--- config.mk ---
export PLATFORM = sky130hd
export DESIGN_NAME = fir_decimator
export DESIGN_NICKNAME = d
export VERILOG_FILES = /design/src/rtl/fir_decimator.sv
export SDC_FILE = /design/constraint.sdc
export NUM_CORES = 1
export LEC_CHECK = 0
export ABC_AREA = 1
export CAP_MARGIN = 10
export CORE_MARGIN = 5
export CORE_UTILIZATION = 50
export DETAILED_ROUTE_END_ITERATION = 10
export PLACE_DENSITY = 0.74
export SYNTH_ARGS = -nofsm -noshare
export SYNTH_HDL_FRONTEND = slang
export SYNTH_SLANG_ARGS = --single-unit
--- constraint.sdc ---
create_clock -name CLK -period 2.6 [get_ports CLK]
set_input_delay 0.26 -clock CLK [delete_from_list [all_inputs] [get_ports CLK]]
set_output_delay 0.26 -clock CLK [all_outputs]
set_load 0.05 [all_outputs]
--- src/rtl/fir_decimator.sv ---
// Block-average decimator: sums DECIM input results, pushes the truncated mean into a FWFT FIFO.
// Latency 1 edge from the DECIM-th sample to DEC_OUT; DEC_READY low holds the head, a full FIFO drops and flags.
module fir_decimator #(
   parameter int DATA_W     = 18,
   parameter int LOG2_DECIM = 2,
   parameter int DECIM      = 4,
   parameter int FIFO_DEPTH = 4
) (
   input  logic                          CLK,
   input  logic                          RST,
   input  logic [DATA_W-1:0]             Y_ALL,
   input  logic                          Y_VALID,
   output logic [DATA_W-1:0]             DEC_OUT,
   output logic                          DEC_VALID,
   input  logic                          DEC_READY,
   output logic [$clog2(FIFO_DEPTH):0]   FILL,
   output logic                          OVERFLOW
);

   localparam int ACC_W  = DATA_W + LOG2_DECIM;
   localparam int CNT_W  = LOG2_DECIM;
   localparam int PTR_W  = $clog2(FIFO_DEPTH);
   localparam int FILL_W = PTR_W + 1;
   localparam logic [CNT_W-1:0]  CNT_LAST = CNT_W'(DECIM - 1);
   localparam logic [FILL_W-1:0] FILL_MAX = FILL_W'(FIFO_DEPTH);

   logic [ACC_W-1:0]  acc_q, acc_d;
   logic [CNT_W-1:0]  cnt_q, cnt_d;
   logic [PTR_W-1:0]  rd_ptr_q, rd_ptr_d;
   logic [PTR_W-1:0]  wr_ptr_q, wr_ptr_d;
   logic [FILL_W-1:0] fill_q, fill_d;
   logic [DATA_W-1:0] head_q, head_d;
   logic              ovf_q, ovf_d;
   logic [DATA_W-1:0] mem_q [FIFO_DEPTH];

   logic [ACC_W-1:0]  sum;
   logic [DATA_W-1:0] avg;
   logic              push, pop, full, wr_en;

   always_comb begin
      sum      = acc_q + {{LOG2_DECIM{1'b0}}, Y_ALL};
      avg      = sum[ACC_W-1:LOG2_DECIM];
      push     = Y_VALID && (cnt_q == CNT_LAST);
      pop      = DEC_READY && (fill_q != '0);
      full     = (fill_q == FILL_MAX);
      // A pop on the same edge frees a slot, so a full FIFO still accepts the push.
      wr_en    = push && (!full || pop);

      acc_d    = acc_q;
      cnt_d    = cnt_q;
      if (Y_VALID) begin
         if (push) begin
            acc_d = '0;
            cnt_d = '0;
         end else begin
            acc_d = sum;
            cnt_d = cnt_q + CNT_W'(1);
         end
      end

      fill_d   = fill_q;
      if (wr_en && !pop)
         fill_d = fill_q + FILL_W'(1);
      else if (!wr_en && pop)
         fill_d = fill_q - FILL_W'(1);

      rd_ptr_d = pop   ? rd_ptr_q + PTR_W'(1) : rd_ptr_q;
      wr_ptr_d = wr_en ? wr_ptr_q + PTR_W'(1) : wr_ptr_q;
      ovf_d    = ovf_q || (push && full && !pop);

      // The incoming word bypasses memory when it becomes the new head.
      head_d   = head_q;
      if (wr_en && ((fill_q == '0) || (pop && fill_q == FILL_W'(1))))
         head_d = avg;
      else if (fill_d != '0)
         head_d = mem_q[rd_ptr_d];
   end

   always_ff @(posedge CLK or posedge RST) begin
      if (RST) begin
         acc_q    <= '0;
         cnt_q    <= '0;
         rd_ptr_q <= '0;
         wr_ptr_q <= '0;
         fill_q   <= '0;
         head_q   <= '0;
         ovf_q    <= 1'b0;
      end else begin
         acc_q    <= acc_d;
         cnt_q    <= cnt_d;
         rd_ptr_q <= rd_ptr_d;
         wr_ptr_q <= wr_ptr_d;
         fill_q   <= fill_d;
         head_q   <= head_d;
         ovf_q    <= ovf_d;
      end
   end

   always_ff @(posedge CLK) begin
      if (wr_en)
         mem_q[wr_ptr_q] <= avg;
   end

   assign DEC_OUT   = head_q;
   assign DEC_VALID = (fill_q != '0);
   assign FILL      = fill_q;
   assign OVERFLOW  = ovf_q;

endmodule

==> metrics.log <==
[metrics] top area cells in the synthesized netlist: sky130_fd_sc_hd__edfxtp_1 34%, sky130_fd_sc_hd__dfrtp_1 19%, sky130_fd_sc_hd__nand2_1 15%
[metrics] critical path class: reg2out
[metrics] vias per cell: 5.20
[metrics] post-cts repair resize count: 0
[metrics] relative area change from synthesis to final layout: 18.5%
[metrics] sequential power share: 28.9%
[metrics] synthesized instance count: 730
[metrics] post-synthesis cell area: 6380 um2
[metrics] CTS Root Buffer Type: sky130_fd_sc_hd__clkbuf_16
[metrics] via count of the first global-routing pass: 4896
[metrics] worst setup skew after layout: 0.0139 ns
[metrics] Max Slew Vio Count: 0
[metrics] gp weighted congestion: 0.971
[metrics] sequential share of the synthesized area: 52.7%
[metrics] first-pass GRT wire length: 25100 um
[metrics] total clock buffers created by CTS: 17
[metrics] CTS tree: yes
[metrics] global route overflow: 0
[metrics] number of remaining DRC errors: 0
[metrics] largest net degree at the start of global routing: 28
[metrics] Setup crit start: FILL[0]$_DFF_PP0_
[metrics] die area: 15100 um2
[metrics] routed vias: 5072
[metrics] CP endpoint kind: output port
[metrics] total routed wirelength: 15900 um
[metrics] Hold WS: 0.244 ns
[metrics] final worst-path setup slack: 0.205 ns
[metrics] I/O Pins: 45
[metrics] number of H-tree levels: 4
[metrics] clock transition at the register clock pins on the worst setup and hold paths after CTS: 0.06 ns
[metrics] max-cap viol count: 0
[metrics] setup repair after global routing missed its margin: no
[metrics] Horiz. Die Dim: 123 um
[metrics] proportion of layout cells with a drive suffix above 1: 8.59%
[metrics] sink count of the clock tree: 120
[metrics] clock network fraction of total power: 20.6%
[metrics] final antenna-violating net count: 0
[metrics] router iterations before antenna repair: 7
[metrics] starting density of the core: 50.8%
[metrics] cell accounting for the most synthesized area: sky130_fd_sc_hd__edfxtp_1
[metrics] violation count after the first detailed-route iteration: 427
[metrics] antenna violations before repair: 0
[metrics] transition time of the tightest slew-check pin: 0.621 ns
[metrics] pwr/cell area: 1430 nW/um2
[metrics] number of placement rows: 41
[metrics] Tcrit/Tclk final: 92.1%
[metrics] Crit Path Max Fanout: 5
[metrics] final hold violation count: 0
[metrics] number of standard cells in the final layout excluding fillers: 975
[metrics] flops & latches, synth: 120
[metrics] total of endpoints with negative setup slack in the final report: 0
[metrics] largest buffer count on any clock path: 2
[metrics] Total Neg Setup Slack: 0 ns
[metrics] count of different cell masters after synthesis: 34
[metrics] Combinational Power Share: 50.6%
[metrics] maximum clock frequency: 0.418 GHz
[metrics] hold buffer count at cts: 0
[metrics] Post-layout nets: 840
[metrics] Worst Setup Slack post-DPL: 0.102 ns
[metrics] switching power total: 4.86 mW
[metrics] post-synthesis average cell area: 8.74 um2
[metrics] required time reported for the critical path endpoint: 2.34 ns
[metrics] post-layout min period: 2.40 ns
[metrics] Port Buf Inserts: 44
[metrics] vertical extent of the die: 123 um
[metrics] worst-case vdd ir drop: 0.445 mV
[metrics] Slew HR: 58.6%
[metrics] routed wire length per instance: 16.3 um
[metrics] switching share of power: 45.1%
[metrics] clock latency on the worst-skew pair: 0.42 ns
[metrics] Leak Pwr: 3.56 nW
[metrics] internal power contribution: 5.92 mW
[metrics] total core area: 12600 um2
[metrics] crit path DAT: 2.14 ns
[metrics] Reg2Reg Launch Point: FILL[0]$_DFF_PP0_
[metrics] global-route usage over all layers: 22.2%
[metrics] Critical Path Start Type: flop
[metrics] Final Core Density: 60.1%
[metrics] Setup Fix Bufs, Post-CTS: 0
[metrics] placed cells: 943
[metrics] antenna diode count: 0
[metrics] number of warnings printed during yosys synthesis: 0
[metrics] class of the worst hold path: in2async
[metrics] result of the run: completed
[metrics] half-perimeter wire length after placement: 11100 um
[metrics] top-area cell type share of the netlist area: 33.9%
[metrics] Synthesized Nets: 780
[area by class of cell]
type | count | area [um2]
multi-input combinational | 496 | 2500
tap | 172 | 215
sequential | 120 | 3360
clock buffer | 21 | 450
inverter | 96 | 368
clock inverter | 11 | 105
fill | 1067 | 5010
timing repair buffer | 59 | 553
[layout by cell type (no fill, tap or decap), types with 3 or more instances in the layout]
master,count
sky130_fd_sc_hd__nand2_1,260
sky130_fd_sc_hd__o21ai_1,8
sky130_fd_sc_hd__buf_4,15
sky130_fd_sc_hd__inv_2,6
sky130_fd_sc_hd__clkbuf_1,3
sky130_fd_sc_hd__o21ai_0,17
sky130_fd_sc_hd__o211ai_1,11
sky130_fd_sc_hd__nand4_1,4
sky130_fd_sc_hd__nand3b_1,3
sky130_fd_sc_hd__or2_1,5
sky130_fd_sc_hd__nand2_2,13
sky130_fd_sc_hd__inv_1,89
sky130_fd_sc_hd__nor3_1,7
sky130_fd_sc_hd__o21bai_1,4
sky130_fd_sc_hd__ha_1,27
sky130_fd_sc_hd__clkbuf_16,17
sky130_fd_sc_hd__clkdlybuf4s50_1,44
sky130_fd_sc_hd__a21oi_1,16
sky130_fd_sc_hd__dfrtp_1,48
sky130_fd_sc_hd__and2_1,3
sky130_fd_sc_hd__nor2_1,22
sky130_fd_sc_hd__xnor2_1,7
sky130_fd_sc_hd__clkinv_2,6
sky130_fd_sc_hd__nand3_1,76
sky130_fd_sc_hd__edfxtp_1,72
[metrics by stage]
stage | total power, mW | instance area, um2
2_1_floorplan | 7.09 | 6380
3_3_place_gp | 8.33 | 7000
3_5_place_dp | 8.51 | 7000
4_1_cts | 10.8 | 7560
5_1_grt | 11.6 | 7560
6_report | 10.8 | 7560
[sequential cells by signal (all words and copies together) (netlist names)]
name      cells
wr_ptr_q      2
cnt_q         2
OVERFLOW      1
FILL          3
DEC_OUT      18
acc_q        20
mem_q        72
rd_ptr_q      2
[critical path, stage by stage (launching register included)]
cell and delay, ns:
sky130_fd_sc_hd__dfrtp_1 0.42, sky130_fd_sc_hd__inv_1 0.10, sky130_fd_sc_hd__ha_1 0.27, sky130_fd_sc_hd__nand2_4 0.12, sky130_fd_sc_hd__clkdlybuf4s50_1 0.80
[per-layer routing]
metal / GRT usage (%) / wire (um)
met1: 29.8 / 6920
met2: 34.5 / 7490
met3: 6.36 / 1180
met4: 8.54 / 326
met5: 0 / 0
[cells in the mapped netlist, drive strengths merged]
| master | instances |
|---|---|
| nand3 | 79 |
| nor3 | 7 |
| xnor2 | 7 |
| xor2 | 2 |
| a21oi | 16 |
| or2 | 5 |
| o211ai | 11 |
| o22ai | 1 |
| dfrtp | 48 |
| nor2 | 24 |
| nand3b | 3 |
| a22o | 2 |
| ha | 27 |
| nand4 | 4 |
| and2 | 3 |
| fa | 1 |
| buf | 14 |
| edfxtp | 72 |
| o21ai | 25 |
| inv | 96 |
| o21bai | 4 |
| nand2 | 275 |
| clkbuf | 4 |
[final timing paths]
check | to | cells past startpoint | slack (ns)
max in group asynchronous | acc_q[14]$_DFFE_PP0P_ | 3 | 1.72
worst max register to register | DEC_OUT[16]$_DFFE_PP0P_ | 14 | 0.24
worst min-delay path | acc_q[17]$_DFFE_PP0P_ | 2 | 0.24
worst max-delay path | DEC_VALID | 4 | 0.20
worst min register to register | OVERFLOW$_DFF_PP0_ | 1 | 0.48
min in group CLK | OVERFLOW$_DFF_PP0_ | 1 | 0.48
[power groups by stage]
stage	clock, mW	combinational [mW]	sequential, mW
after global routing	2.34	6.06	3.16
final	2.22	5.45	3.11
after CTS	2.23	5.42	3.11
after floorplan	0	3.42	3.67
after global placement	0	5.21	3.12
after detailed placement	0	5.37	3.14
[logic make-up after synthesis]
kind of cell / after synthesis / share of synthesized area [%]
simple gates: 400 / 27.0
xor+xnor: 9 / 1.24
compound gates: 59 / 5.35
fa+ha+maj: 28 / 5.61
buf+inv: 114 / 8.04
flops: 120 / 52.7
Note: power is estimated with default switching activity, not from simulation.
==> edit (same settings) <==
`FIFO_DEPTH`: 4 -> 16.
--- a/src/rtl/fir_decimator.sv
+++ b/src/rtl/fir_decimator.sv
@@ -6,3 +6,3 @@
    parameter int DECIM      = 4,
-   parameter int FIFO_DEPTH = 4
+   parameter int FIFO_DEPTH = 16
 ) (
Interface: changed (resized FILL); port bits go from 45 to 47. No check against the original RTL was run, so the function may have changed too.
==> edit against the original RTL <==
Worst hold slack worse by 0.15 ns. Clock power rose by 130%. Wire length increased to 2.7 times the old value. Cell area grew to 2.6 times the old value. Critical path depth increased by 6. Critical endpoint is now mem_q[10][8]. Sequential cell count up 222. Clock skew increased by 0.0035 ns. Worst setup slack got worse by 0.12 ns. Final cell count up 130%. Critical path type is now reg -> reg. Largest cell class unchanged. Synthesized area grew to 2.6 times the old value. Power up 140%.
==> edit: results (changes against the original RTL) <==
* Share of post-route cells with drive strength above 1 at 11.7% (+3.1 points)
* Initial detailed-routing violation count at 1197 (+180%)
* DPL Wire Length at 27300 microns (+150%)
* Wire per inst at 19.1 microns (+17%)
* Multiplexer area fraction after synthesis at 0.0681% (+0.068 points)
* Inserted Clock Buffers at 37 (+20)
* H-tree Lvls at 2 (-2)
* Max reg flops at 288 (+300%)
* Worst EP arrival at 2.74 ns (+0.60 ns)
* Complex-gate fraction of the synthesized area at 2.04% (-3.3 points)
* Fin nets at 1864 (+120%)
* WL final at 43500 microns (+170%)
* Routed via count at 12.6k (+150%)
* Post-Synth Adder-Cell Area at 2.24% (-3.4 points)
* Fill cells at 2552 (+140%)
* I/O Buffers at 46 (+4.5%)
* Placed insts at 2215 (+130%)
* FF-to-FF setup slack at 0.09 ns (-0.15 ns)
* DR pass1 iterations at 5 (-2)
* Register area share after synthesis at 60.5% (+7.8 points)
* Leakage at 8.51 nW (+140%)
* Syn_area_per_cell at 9.78 sq um (+12%)
* WHS at 0.0980 ns (-0.146 ns)
* Count of different cell masters after synthesis at 38 (+12%)
* DP Area at 18700 sq um (+170%)
* Status: completed
* Overall Power at 26.1 mW (+140%)
* Gpl congestion at 0.925 (-4.7%)
## edit: logic make-up after synthesis
group	after synthesis
AO/OA/AOI/OAI	60
XOR/XNOR	20
adder cells (fa/ha/maj)	29
buffers and inverters	370
flip-flops	342
multiplexers	1
AND/OR/NAND/NOR	869
## edit: per-layer routing
layer	share of wire, %	track usage [%]	up-vias	wire, microns
met3	8.2	3.18	128	3590
met2	48	39.4	596	21000
met1	39	32.0	5987	17100
li1	-	-	5859	-
met4	4.1	9.92	0	1790
met5	0	0	-	0
## edit: cell type report
type	count	share of cell area (%)
clock buffer	53	5.43
clock inverter	15	0.504
inverter	291	5.53
multi-input combinational	979	26.1
sequential	342	50.4
tap	442	2.78
timing repair buffer	162	9.24
## edit: worst reg2reg max path: stages (launching register included)
cell and delay [ns]:
dfrtp_2 0.42, inv_1 0.10, ha_1 0.23, nand3_4 0.15, nand2_4 0.13, inv_4 0.13, nor2_4 0.05, nor2_4 0.23
nand2_1 0.33, nor2_4 0.27, buf_12 0.18
## edit: worst max-delay path by stage
| stage | from | to |
|---|---|---|
| floorplan | FILL[0] | mem_q[0][0] |
| global placement | Y_ALL[10] | DEC_OUT[9] |
| detailed placement | Y_ALL[10] | DEC_OUT[9] |
| CTS | FILL[1] | mem_q[1][17] |
| global route | FILL[1] | mem_q[10][3] |
| finish | FILL[1] | mem_q[10][8] |
## edit: timing repair
action | CTS | global route
pin swaps | 0 | 1
resized for setup | 1 | 5
setup buffers | 0 | 1
setup endpoints to repair | 17 | 150
## edit: stage by stage
step                setup TNS (ns)  util [%]  setup slack, ns
global route                 -2.07      60.9          -0.0408
floorplan                    -4.30         -          -0.0199
finish                           0      60.9           0.0887
detailed placement          -17.40      57.2           -0.321
CTS                              0      60.8           0.0377
global placement             -7.82      57.2           -0.287
